**src/rtl/obj_stats_sweeper_pkg.sv**
```systemverilog
// Shared widths, FSM encoding and record layout for the object statistics sweeper.
package obj_stats_sweeper_pkg;

  localparam int unsigned LBL_WIDTH = 8;
  localparam int unsigned LOC_SIZE  = 16;

  typedef enum logic [2:0] {
    OSS_IDLE    = 3'd0,
    OSS_ISSUE   = 3'd1,
    OSS_WAIT    = 3'd2,
    OSS_CAPTURE = 3'd3,
    OSS_DRAIN   = 3'd4
  } oss_state_e;

  typedef struct packed {
    logic [LBL_WIDTH-1:0] id;
    logic [LOC_SIZE-1:0]  area;
    logic [LOC_SIZE-1:0]  x;
    logic [LOC_SIZE-1:0]  y;
    logic [LOC_SIZE-1:0]  m02;
    logic [LOC_SIZE-1:0]  m11;
    logic [LOC_SIZE-1:0]  m20;
  } obj_rec_t;

  localparam int unsigned REC_DW = $bits(obj_rec_t);

endpackage

```
**src/rtl/obj_stats_sweeper_if.sv**
```systemverilog
// Record stream from the sweeper to the host: valid/ready plus the captured record.
interface obj_stats_sweeper_if;
  import obj_stats_sweeper_pkg::*;

  logic     rec_valid;
  logic     rec_ready;
  obj_rec_t rec;

  modport master (output rec_valid, output rec, input rec_ready);
  modport slave  (input rec_valid, input rec, output rec_ready);
endinterface

```
**src/rtl/obj_stats_sweeper_fifo.sv**
```systemverilog
// obj_record_fifo: synchronous first-word-fall-through FIFO; full/empty decode from pointers.
module obj_record_fifo #(
  parameter int unsigned AW = 4,
  parameter int unsigned DW = 8
) (
  input  logic          clk,
  input  logic          reset_n,
  input  logic          i_push,
  input  logic          i_pop,
  input  logic [DW-1:0] i_din,
  output logic [DW-1:0] o_dout,
  output logic          o_full,
  output logic          o_empty
);

  localparam int unsigned DEPTH = 2**AW;

  logic [DW-1:0] r_mem [DEPTH];
  logic [AW:0]   r_wr_ptr;
  logic [AW:0]   r_rd_ptr;
  logic          w_push;
  logic          w_pop;

  // Extra pointer bit distinguishes full from empty when the indices match.
  assign o_empty = (r_wr_ptr == r_rd_ptr);
  assign o_full  = (r_wr_ptr[AW] != r_rd_ptr[AW]) &&
                   (r_wr_ptr[AW-1:0] == r_rd_ptr[AW-1:0]);
  assign w_push  = i_push & ~o_full;
  assign w_pop   = i_pop & ~o_empty;
  assign o_dout  = r_mem[r_rd_ptr[AW-1:0]];

  always_ff @(posedge clk) begin
    if (w_push) begin
      r_mem[r_wr_ptr[AW-1:0]] <= i_din;
    end
  end

  always_ff @(posedge clk or negedge reset_n) begin
    if (!reset_n) begin
      r_wr_ptr <= '0;
      r_rd_ptr <= '0;
    end else begin
      if (w_push) r_wr_ptr <= r_wr_ptr + (AW+1)'(1);
      if (w_pop)  r_rd_ptr <= r_rd_ptr + (AW+1)'(1);
    end
  end

endmodule

```
**src/rtl/obj_stats_sweeper.sv**
```systemverilog
// Sweeps label stats after each frame into a record FIFO drained by the host.
// Optional OBJ_STATS_AREA_FILTER_EN: labels with area below i_min_area are consumed but not queued.
module obj_stats_sweeper
  import obj_stats_sweeper_pkg::*;
#(
  parameter int unsigned FIFO_AW = 4,
  parameter int unsigned RD_LAT  = 2
) (
  input  logic                 clk,
  input  logic                 reset_n,
  input  logic                 i_frame_done,
  input  logic [LBL_WIDTH-1:0] i_num_labels,
  input  logic [LOC_SIZE-1:0]  i_obj_area,
  input  logic [LOC_SIZE-1:0]  i_obj_x,
  input  logic [LOC_SIZE-1:0]  i_obj_y,
  input  logic [LOC_SIZE-1:0]  i_obj_m02,
  input  logic [LOC_SIZE-1:0]  i_obj_m11,
  input  logic [LOC_SIZE-1:0]  i_obj_m20,
  input  logic [LOC_SIZE-1:0]  i_min_area,
  output logic [LBL_WIDTH-1:0] o_obj_id,
  output logic                 o_busy,
  output logic                 o_sweep_done,
  output logic [7:0]           o_frames_dropped,
  obj_stats_sweeper_if.master  rec_if
);

  localparam int unsigned CNT_W = (RD_LAT > 1) ? $clog2(RD_LAT) : 1;

  oss_state_e           r_state,  w_state_n;
  logic [LBL_WIDTH-1:0] r_obj_id, w_obj_id_n;
  logic [LBL_WIDTH-1:0] r_n,      w_n_n;
  logic [CNT_W-1:0]     r_cnt,    w_cnt_n;
  logic                 r_sweep_done, w_sweep_done_n;
  logic [7:0]           r_frames_dropped;

  logic                 w_push;
  logic                 w_pop;
  logic                 w_full;
  logic                 w_empty;
  logic                 w_skip;
  obj_rec_t             w_din;
  obj_rec_t             w_dout;

`ifdef OBJ_STATS_AREA_FILTER_EN
  assign w_skip = (i_obj_area < i_min_area);
`else
  logic w_unused_min_area;
  assign w_unused_min_area = ^i_min_area;
  assign w_skip            = 1'b0;
`endif

  assign w_din = '{id: r_obj_id, area: i_obj_area, x: i_obj_x, y: i_obj_y,
                   m02: i_obj_m02, m11: i_obj_m11, m20: i_obj_m20};

  obj_record_fifo #(
    .AW (FIFO_AW),
    .DW (REC_DW)
  ) u_fifo (
    .clk     (clk),
    .reset_n (reset_n),
    .i_push  (w_push),
    .i_pop   (w_pop),
    .i_din   (w_din),
    .o_dout  (w_dout),
    .o_full  (w_full),
    .o_empty (w_empty)
  );

  assign w_pop            = rec_if.rec_ready & ~w_empty;
  assign rec_if.rec_valid = ~w_empty;
  assign rec_if.rec       = w_dout;
  assign o_obj_id         = r_obj_id;
  assign o_sweep_done     = r_sweep_done;
  assign o_frames_dropped = r_frames_dropped;
  assign o_busy           = (r_state != OSS_IDLE) | ~w_empty;

  always_ff @(posedge clk or negedge reset_n) begin
    if (!reset_n) begin
      r_state      <= OSS_IDLE;
      r_obj_id     <= '0;
      r_n          <= '0;
      r_cnt        <= '0;
      r_sweep_done <= 1'b0;
    end else begin
      r_state      <= w_state_n;
      r_obj_id     <= w_obj_id_n;
      r_n          <= w_n_n;
      r_cnt        <= w_cnt_n;
      r_sweep_done <= w_sweep_done_n;
    end
  end

  // Label sequencing: ISSUE + (RD_LAT-1) WAIT cycles + CAPTURE per label.
  always_comb begin
    w_state_n      = r_state;
    w_obj_id_n     = r_obj_id;
    w_n_n          = r_n;
    w_cnt_n        = r_cnt;
    w_sweep_done_n = 1'b0;
    w_push         = 1'b0;
    case (r_state)
      OSS_IDLE: begin
        if (i_frame_done) begin
          w_n_n = i_num_labels;
          if (i_num_labels == '0) begin
            w_state_n = OSS_DRAIN;
          end else begin
            w_obj_id_n = LBL_WIDTH'(1);
            w_state_n  = OSS_ISSUE;
          end
        end
      end
      OSS_ISSUE: begin
        w_cnt_n   = CNT_W'(RD_LAT - 1);
        w_state_n = (RD_LAT > 1) ? OSS_WAIT : OSS_CAPTURE;
      end
      OSS_WAIT: begin
        w_cnt_n = r_cnt - CNT_W'(1);
        if (r_cnt <= CNT_W'(1)) begin
          w_state_n = OSS_CAPTURE;
        end
      end
      OSS_CAPTURE: begin
        // A skipped label never needs FIFO space, so it must not stall on full.
        if (w_skip || !w_full) begin
          w_push = ~w_skip;
          if (r_obj_id == r_n) begin
            w_state_n = OSS_DRAIN;
          end else begin
            w_obj_id_n = r_obj_id + LBL_WIDTH'(1);
            w_state_n  = OSS_ISSUE;
          end
        end
      end
      OSS_DRAIN: begin
        if (w_empty) begin
          w_sweep_done_n = 1'b1;
          w_obj_id_n     = '0;
          w_state_n      = OSS_IDLE;
        end
      end
      default: begin
        w_state_n = OSS_IDLE;
      end
    endcase
  end

  // Frames arriving while not idle are dropped and counted, saturating.
  always_ff @(posedge clk or negedge reset_n) begin
    if (!reset_n) begin
      r_frames_dropped <= '0;
    end else if (i_frame_done && (r_state != OSS_IDLE) && (r_frames_dropped != 8'hFF)) begin
      r_frames_dropped <= r_frames_dropped + 8'd1;
    end
  end

endmodule

```
**src/flat_wrapper.sv**
```systemverilog
// flat-port wrapper written by rule: the top's interface ports become plain ports
module obj_stats_sweeper_flat import obj_stats_sweeper_pkg::*;
#(
  parameter int unsigned FIFO_AW = 4,
  parameter int unsigned RD_LAT  = 2
)
  (clk, reset_n, i_frame_done, i_num_labels, i_obj_area, i_obj_x, i_obj_y, i_obj_m02, i_obj_m11, i_obj_m20, i_min_area, o_obj_id, o_busy, o_sweep_done, o_frames_dropped, rec_if_rec_valid, rec_if_rec, rec_if_rec_ready);
  obj_stats_sweeper_if rec_if_i ();
  input  logic clk;
  input  logic reset_n;
  input  logic i_frame_done;
  input  logic [LBL_WIDTH-1:0] i_num_labels;
  input  logic [LOC_SIZE-1:0] i_obj_area;
  input  logic [LOC_SIZE-1:0] i_obj_x;
  input  logic [LOC_SIZE-1:0] i_obj_y;
  input  logic [LOC_SIZE-1:0] i_obj_m02;
  input  logic [LOC_SIZE-1:0] i_obj_m11;
  input  logic [LOC_SIZE-1:0] i_obj_m20;
  input  logic [LOC_SIZE-1:0] i_min_area;
  output logic [LBL_WIDTH-1:0] o_obj_id;
  output logic o_busy;
  output logic o_sweep_done;
  output logic [7:0] o_frames_dropped;
  output wire logic [$bits(rec_if_i.rec_valid)-1:0] rec_if_rec_valid;
  output wire logic [$bits(rec_if_i.rec)-1:0] rec_if_rec;
  input wire logic [$bits(rec_if_i.rec_ready)-1:0] rec_if_rec_ready;
  assign rec_if_rec_valid = rec_if_i.rec_valid;
  assign rec_if_rec = rec_if_i.rec;
  assign rec_if_i.rec_ready = rec_if_rec_ready;
  obj_stats_sweeper #(.FIFO_AW(FIFO_AW), .RD_LAT(RD_LAT)) u_core (.clk(clk), .reset_n(reset_n), .i_frame_done(i_frame_done), .i_num_labels(i_num_labels), .i_obj_area(i_obj_area), .i_obj_x(i_obj_x), .i_obj_y(i_obj_y), .i_obj_m02(i_obj_m02), .i_obj_m11(i_obj_m11), .i_obj_m20(i_obj_m20), .i_min_area(i_min_area), .o_obj_id(o_obj_id), .o_busy(o_busy), .o_sweep_done(o_sweep_done), .o_frames_dropped(o_frames_dropped), .rec_if(rec_if_i));
endmodule
```
**config.mk**
```make
export PLATFORM = sky130hd
export DESIGN_NAME = obj_stats_sweeper_flat
export DESIGN_NICKNAME = d
export VERILOG_FILES = /design/src/rtl/obj_stats_sweeper_pkg.sv /design/src/rtl/obj_stats_sweeper_if.sv /design/src/rtl/obj_stats_sweeper_fifo.sv /design/src/rtl/obj_stats_sweeper.sv /design/src/flat_wrapper.sv
export SDC_FILE = /design/constraint.sdc
export NUM_CORES = 2
export LEC_CHECK = 0
export CAP_MARGIN = 20
export CELL_PAD_IN_SITES_DETAIL_PLACEMENT = 0
export CELL_PAD_IN_SITES_GLOBAL_PLACEMENT = 2
export CORE_ASPECT_RATIO = 0.9
export CORE_MARGIN = 3
export CORE_UTILIZATION = 35
export DETAILED_ROUTE_END_ITERATION = 8
export PLACE_DENSITY = 0.67
export SETUP_SLACK_MARGIN = 0.02
export SYNTH_ARGS = -nofsm -noshare
export SYNTH_HDL_FRONTEND = slang
export SYNTH_HIERARCHICAL = 1
export SYNTH_SLANG_ARGS = --single-unit
```
**constraint.sdc**
```tcl
create_clock -name clk -period 11.7 [get_ports clk]
set_input_delay 1.755 -clock clk [delete_from_list [all_inputs] [get_ports clk]]
set_output_delay 1.755 -clock clk [all_outputs]
set_load 0.01 [all_outputs]
```
==> flow_summary.rst <==
.. list-table::
   :header-rows: 1

   * - Metric
     - Value
   * - Status
     - completed
   * - Max capacitance violation total
     - 0
   * - Design internal power
     - 13.0 mW
   * - Clock tree from TritonCTS
     - built
   * - Post-CTS setup buffer count
     - 0
   * - Sum of net half-perimeters after detailed placement
     - a little under 80000 um
   * - 1st-iter DRT viols
     - 2516
   * - Die Height
     - 416 um
   * - Critical Path End Type
     - output port
   * - Largest voltage drop on the vdd net
     - roughly 0.00034 V
   * - Placeable Area
     - about 180000 um^2
   * - EDFF count, synth
     - roughly 1700
   * - Via Count
     - 31300
   * - Clock input transition at the sequential cells of the worst setup and hold paths
     - 0.06 ns
   * - Pin count of the biggest net entering global routing
     - 115
   * - Mean instance size in the synthesized netlist
     - approximately 22 um^2
   * - H-tree depth
     - 4
   * - Final routed wirelength across all metal layers
     - 160000 um
   * - Final min period
     - 6.80 ns
   * - Clk Latency, worst-skew pair
     - 0.82 ns
   * - Number of distinct library cells after synthesis
     - between 50 and 60
   * - CP cell instances
     - buf_4 -> buf_4 -> mux2i_1 -> a22oi_1 -> mux2i_1 -> o21ai_1 -> clkdlybuf4s50_1
   * - Row cnt
     - 149
   * - Path type of the worst setup path
     - reg2out
   * - Delay contributed by the slowest stage of the critical path
     - 0.92 ns
   * - Weighted congestion at the end of routability-driven global placement
     - 0.688
   * - Number of antenna violations at the first check in global routing
     - 15
   * - Clock Skews
     - 0.0455 ns
   * - Net Count, Synth
     - 3122
   * - Residual DRC count
     - 0
   * - Top-area cell type share of the netlist area
     - 0.763
   * - Via-per-instance ratio
     - 5.34
   * - Most instantiated library cell after synthesis
     - sky130_fd_sc_hd__edfxtp_1
   * - Horizontal die dimension
     - 462 um
   * - Period Utilization, post-route
     - 0.581
   * - Sink Count
     - between 1500 and 2000
   * - #FFs+latches synth
     - 1702
   * - Starting density of the core
     - 0.355
   * - Global-route wire length before repair
     - about 230000 um
   * - Required time at the worst-slack endpoint
     - 9.95 ns
   * - Worst Hold Slack
     - approximately 0.5 ns
   * - Net total in the final layout
     - 3432
   * - Cell type with the highest aggregate area in the netlist
     - sky130_fd_sc_hd__edfxtp_1
   * - Sw frac
     - 0.318
   * - Number of global-route vias before repair
     - around 32000
   * - Fraction of layout instances using a drive strength above 1
     - 0.191
   * - Async set-or-reset flop fraction in the synthesized netlist
     - 0.0223
   * - Leak Pwr
     - 24.1 nW
   * - Startpoint type of the worst setup path
     - flop
   * - Layout-stage area growth over the synthesis result
     - 16.5%
   * - Post-cts resize count
     - 0
   * - Fraction of power consumed by combinational cells
     - 0.315
   * - Clock power frac
     - 0.282
   * - Worst slew margin relative to its limit
     - 0.249
   * - Max stage delay cell, worst path
     - sky130_fd_sc_hd__buf_4
   * - Total negative slack
     - 0 ns
   * - Synth top area cells
     - sky130_fd_sc_hd__edfxtp_1 (76%), sky130_fd_sc_hd__mux4_2 (11%), sky130_fd_sc_hd__mux2i_1 (4.8%)
   * - Sequential share of power
     - 0.403
   * - Hold WC Path Type
     - reg2reg
   * - TritonCTS Buffers
     - 178
   * - Post-synthesis sequential area ratio
     - 0.777
   * - Number of hold violations in the final report
     - 0
   * - Unrepaired setup endpoints after global routing
     - false
   * - Total die area
     - just under 200000 um^2
   * - Slew at the pin with the worst max-slew slack
     - 1.13 ns
   * - Total of endpoints with negative setup slack in the final report
     - 0
   * - Post-synth top cells
     - sky130_fd_sc_hd__edfxtp_1 (1664), sky130_fd_sc_hd__mux2i_1 (313), sky130_fd_sc_hd__mux4_2 (312)
   * - Synthesized instance count
     - 2991
   * - GRT Util Overall
     - 0.165
   * - Gr ovfl total
     - 0
   * - Total I/O pin count
     - 247
   * - Timing-limited maximum frequency
     - 0.147 GHz
   * - Dominant synthesized flop cell
     - sky130_fd_sc_hd__edfxtp_1
   * - Remaining antenna violation count
     - 0
   * - Number of hold-repair buffers added at the cts stage
     - 0
   * - Largest fanout of any net on the critical path
     - 64
   * - Total net switching power
     - 6.08 mW
   * - Pre-Repair DR Iteration Count
     - 5
   * - Yosys synthesis warning count
     - 6
   * - Detailed-route wire length per cell
     - 27.4 um
   * - Root buffer selected by CTS
     - sky130_fd_sc_hd__clkbuf_16
   * - Buffers from clock root to sink, at most
     - 3
   * - Setup slack of the worst register-to-register path
     - approximately 6.2 ns
   * - Max Slew Vio Count
     - 0
   * - Power per cell area
     - 250 nW/um^2
   * - Critical path arrival
     - 5.04 ns
   * - Count of input and output buffers
     - 230
   * - Post-Syn Area
     - 65500 um^2
==> power groups by stage <==
stage	Sequential, mW	Clock (mW)	Combinational, mW
after detailed placement	7.83	0	6.16
final	7.69	5.38	6.02
after CTS	7.70	5.53	6.18
after global placement	7.80	0	6.15
after global routing	7.76	5.78	6.45
after floorplan	7.72	0	3.83
==> worst max-delay path, delay by kind of cell, from the launching register on <==
family                 cells  cell delay, ns
muxes                      2            0.27
DFF                        1            0.89
buffers and inverters      3            2.25
AOI/OAI and AO/OA          2            0.67
==> final timing paths <==
kind / startpoint / end / cells after the start
max: u_core/u_fifo/r_rd_ptr[1] / rec_if_rec[92] / 7
min in group asynchronous: reset_n / u_core/o_frames_dropped[1] / 1
max reg2reg: u_core/u_fifo/r_rd_ptr[3] / u_core/u_fifo/r_mem[12][30] / 8
max in group asynchronous: reset_n / u_core/u_fifo/r_rd_ptr[1] / 1
min reg2reg: u_core/o_frames_dropped[7] / u_core/o_frames_dropped[7] / 1
min: u_core/o_frames_dropped[7] / u_core/o_frames_dropped[7] / 1
==> placed cells by master, fill, tap and decap left out, types with 7 or more instances in the layout <==
cell type,count
sky130_fd_sc_hd__dfrtp_1,35
sky130_fd_sc_hd__mux4_2,312
sky130_fd_sc_hd__xor2_1,11
sky130_fd_sc_hd__clkinv_1,41
sky130_fd_sc_hd__mux2_2,9
sky130_fd_sc_hd__ha_1,7
sky130_fd_sc_hd__clkinv_2,20
sky130_fd_sc_hd__nor2_1,12
sky130_fd_sc_hd__xnor2_1,15
sky130_fd_sc_hd__clkinv_16,11
sky130_fd_sc_hd__nor2_4,13
sky130_fd_sc_hd__a21oi_1,8
sky130_fd_sc_hd__a32oi_1,104
sky130_fd_sc_hd__buf_4,61
sky130_fd_sc_hd__o21ai_1,109
sky130_fd_sc_hd__nand4_1,7
sky130_fd_sc_hd__edfxtp_1,1664
sky130_fd_sc_hd__clkbuf_16,178
sky130_fd_sc_hd__a22oi_1,104
sky130_fd_sc_hd__clkbuf_1,49
sky130_fd_sc_hd__clkdlybuf4s50_1,229
sky130_fd_sc_hd__bufinv_16,9
sky130_fd_sc_hd__nand2_1,15
sky130_fd_sc_hd__inv_1,7
sky130_fd_sc_hd__mux2i_1,313
sky130_fd_sc_hd__buf_12,9
==> sequential cells by signal (all words and copies together), names as in the netlist <==
name                     count
u_core/u_fifo/r_rd_ptr       5
u_core/u_fifo/r_mem       1664
u_core/o_sweep_done          1
u_core/o_obj_id              8
u_core/r_n                   8
u_core/r_state               3
u_core/o_frames_dropped      8
u_core/u_fifo/r_wr_ptr       5
==> layer usage <==
metal | routed length (um) | vias up | global-route usage
met5 | 69 | - | 0
met4 | 3370 | 10 | 0.0422
met3 | 7140 | 231 | 0.0276
met2 | 78000 | 737 | 0.269
met1 | 71700 | 16900 | 0.232
li1 | - | 13300 | -
==> area by class of cell <==
type | count | area (um^2)
fill | 16100 | 108000
timing repair buffer | 300 | 2940
clock inverter | 90 | 971
clock buffer | 227 | 4640
tap | 2416 | 3020
antenna | 1 | 2.50
multi-input combinational | 1111 | 13800
inverter | 8 | 35.0
sequential | 1702 | 50900
==> per-stage QoR <==
stage | utilization | worst slack [ns] | instance area [um^2] | cells | total power, mW
final | 0.413 | 4.90 | 76300 | 5855 | 19.1
after global routing | 0.413 | 4.63 | 76300 | 5854 | 20.0
after CTS | 0.413 | 4.77 | 76200 | 5852 | 19.4
after detailed placement | 0.383 | 5.66 | 70600 | 5535 | 14.0
after global placement | 0.383 | 5.66 | 70600 | 5535 | 14.0
after floorplan | - | 2.01 | 65500 | 2991 | 11.6
==> cell families after synthesis <==
logic type / Yosys count / share of synthesized area
multiplexers: 637 / 0.157
adder cells (fa/ha/maj): 7 / 0.00134
buffers and inverters: 178 / 0.0145
AND/OR/NAND/NOR: 82 / 0.00674
flip-flops: 1702 / 0.777
XOR/XNOR: 27 / 0.00373
AO/OA/AOI/OAI: 358 / 0.0391
No activity file was read; power rests on OpenSTA's default activity.
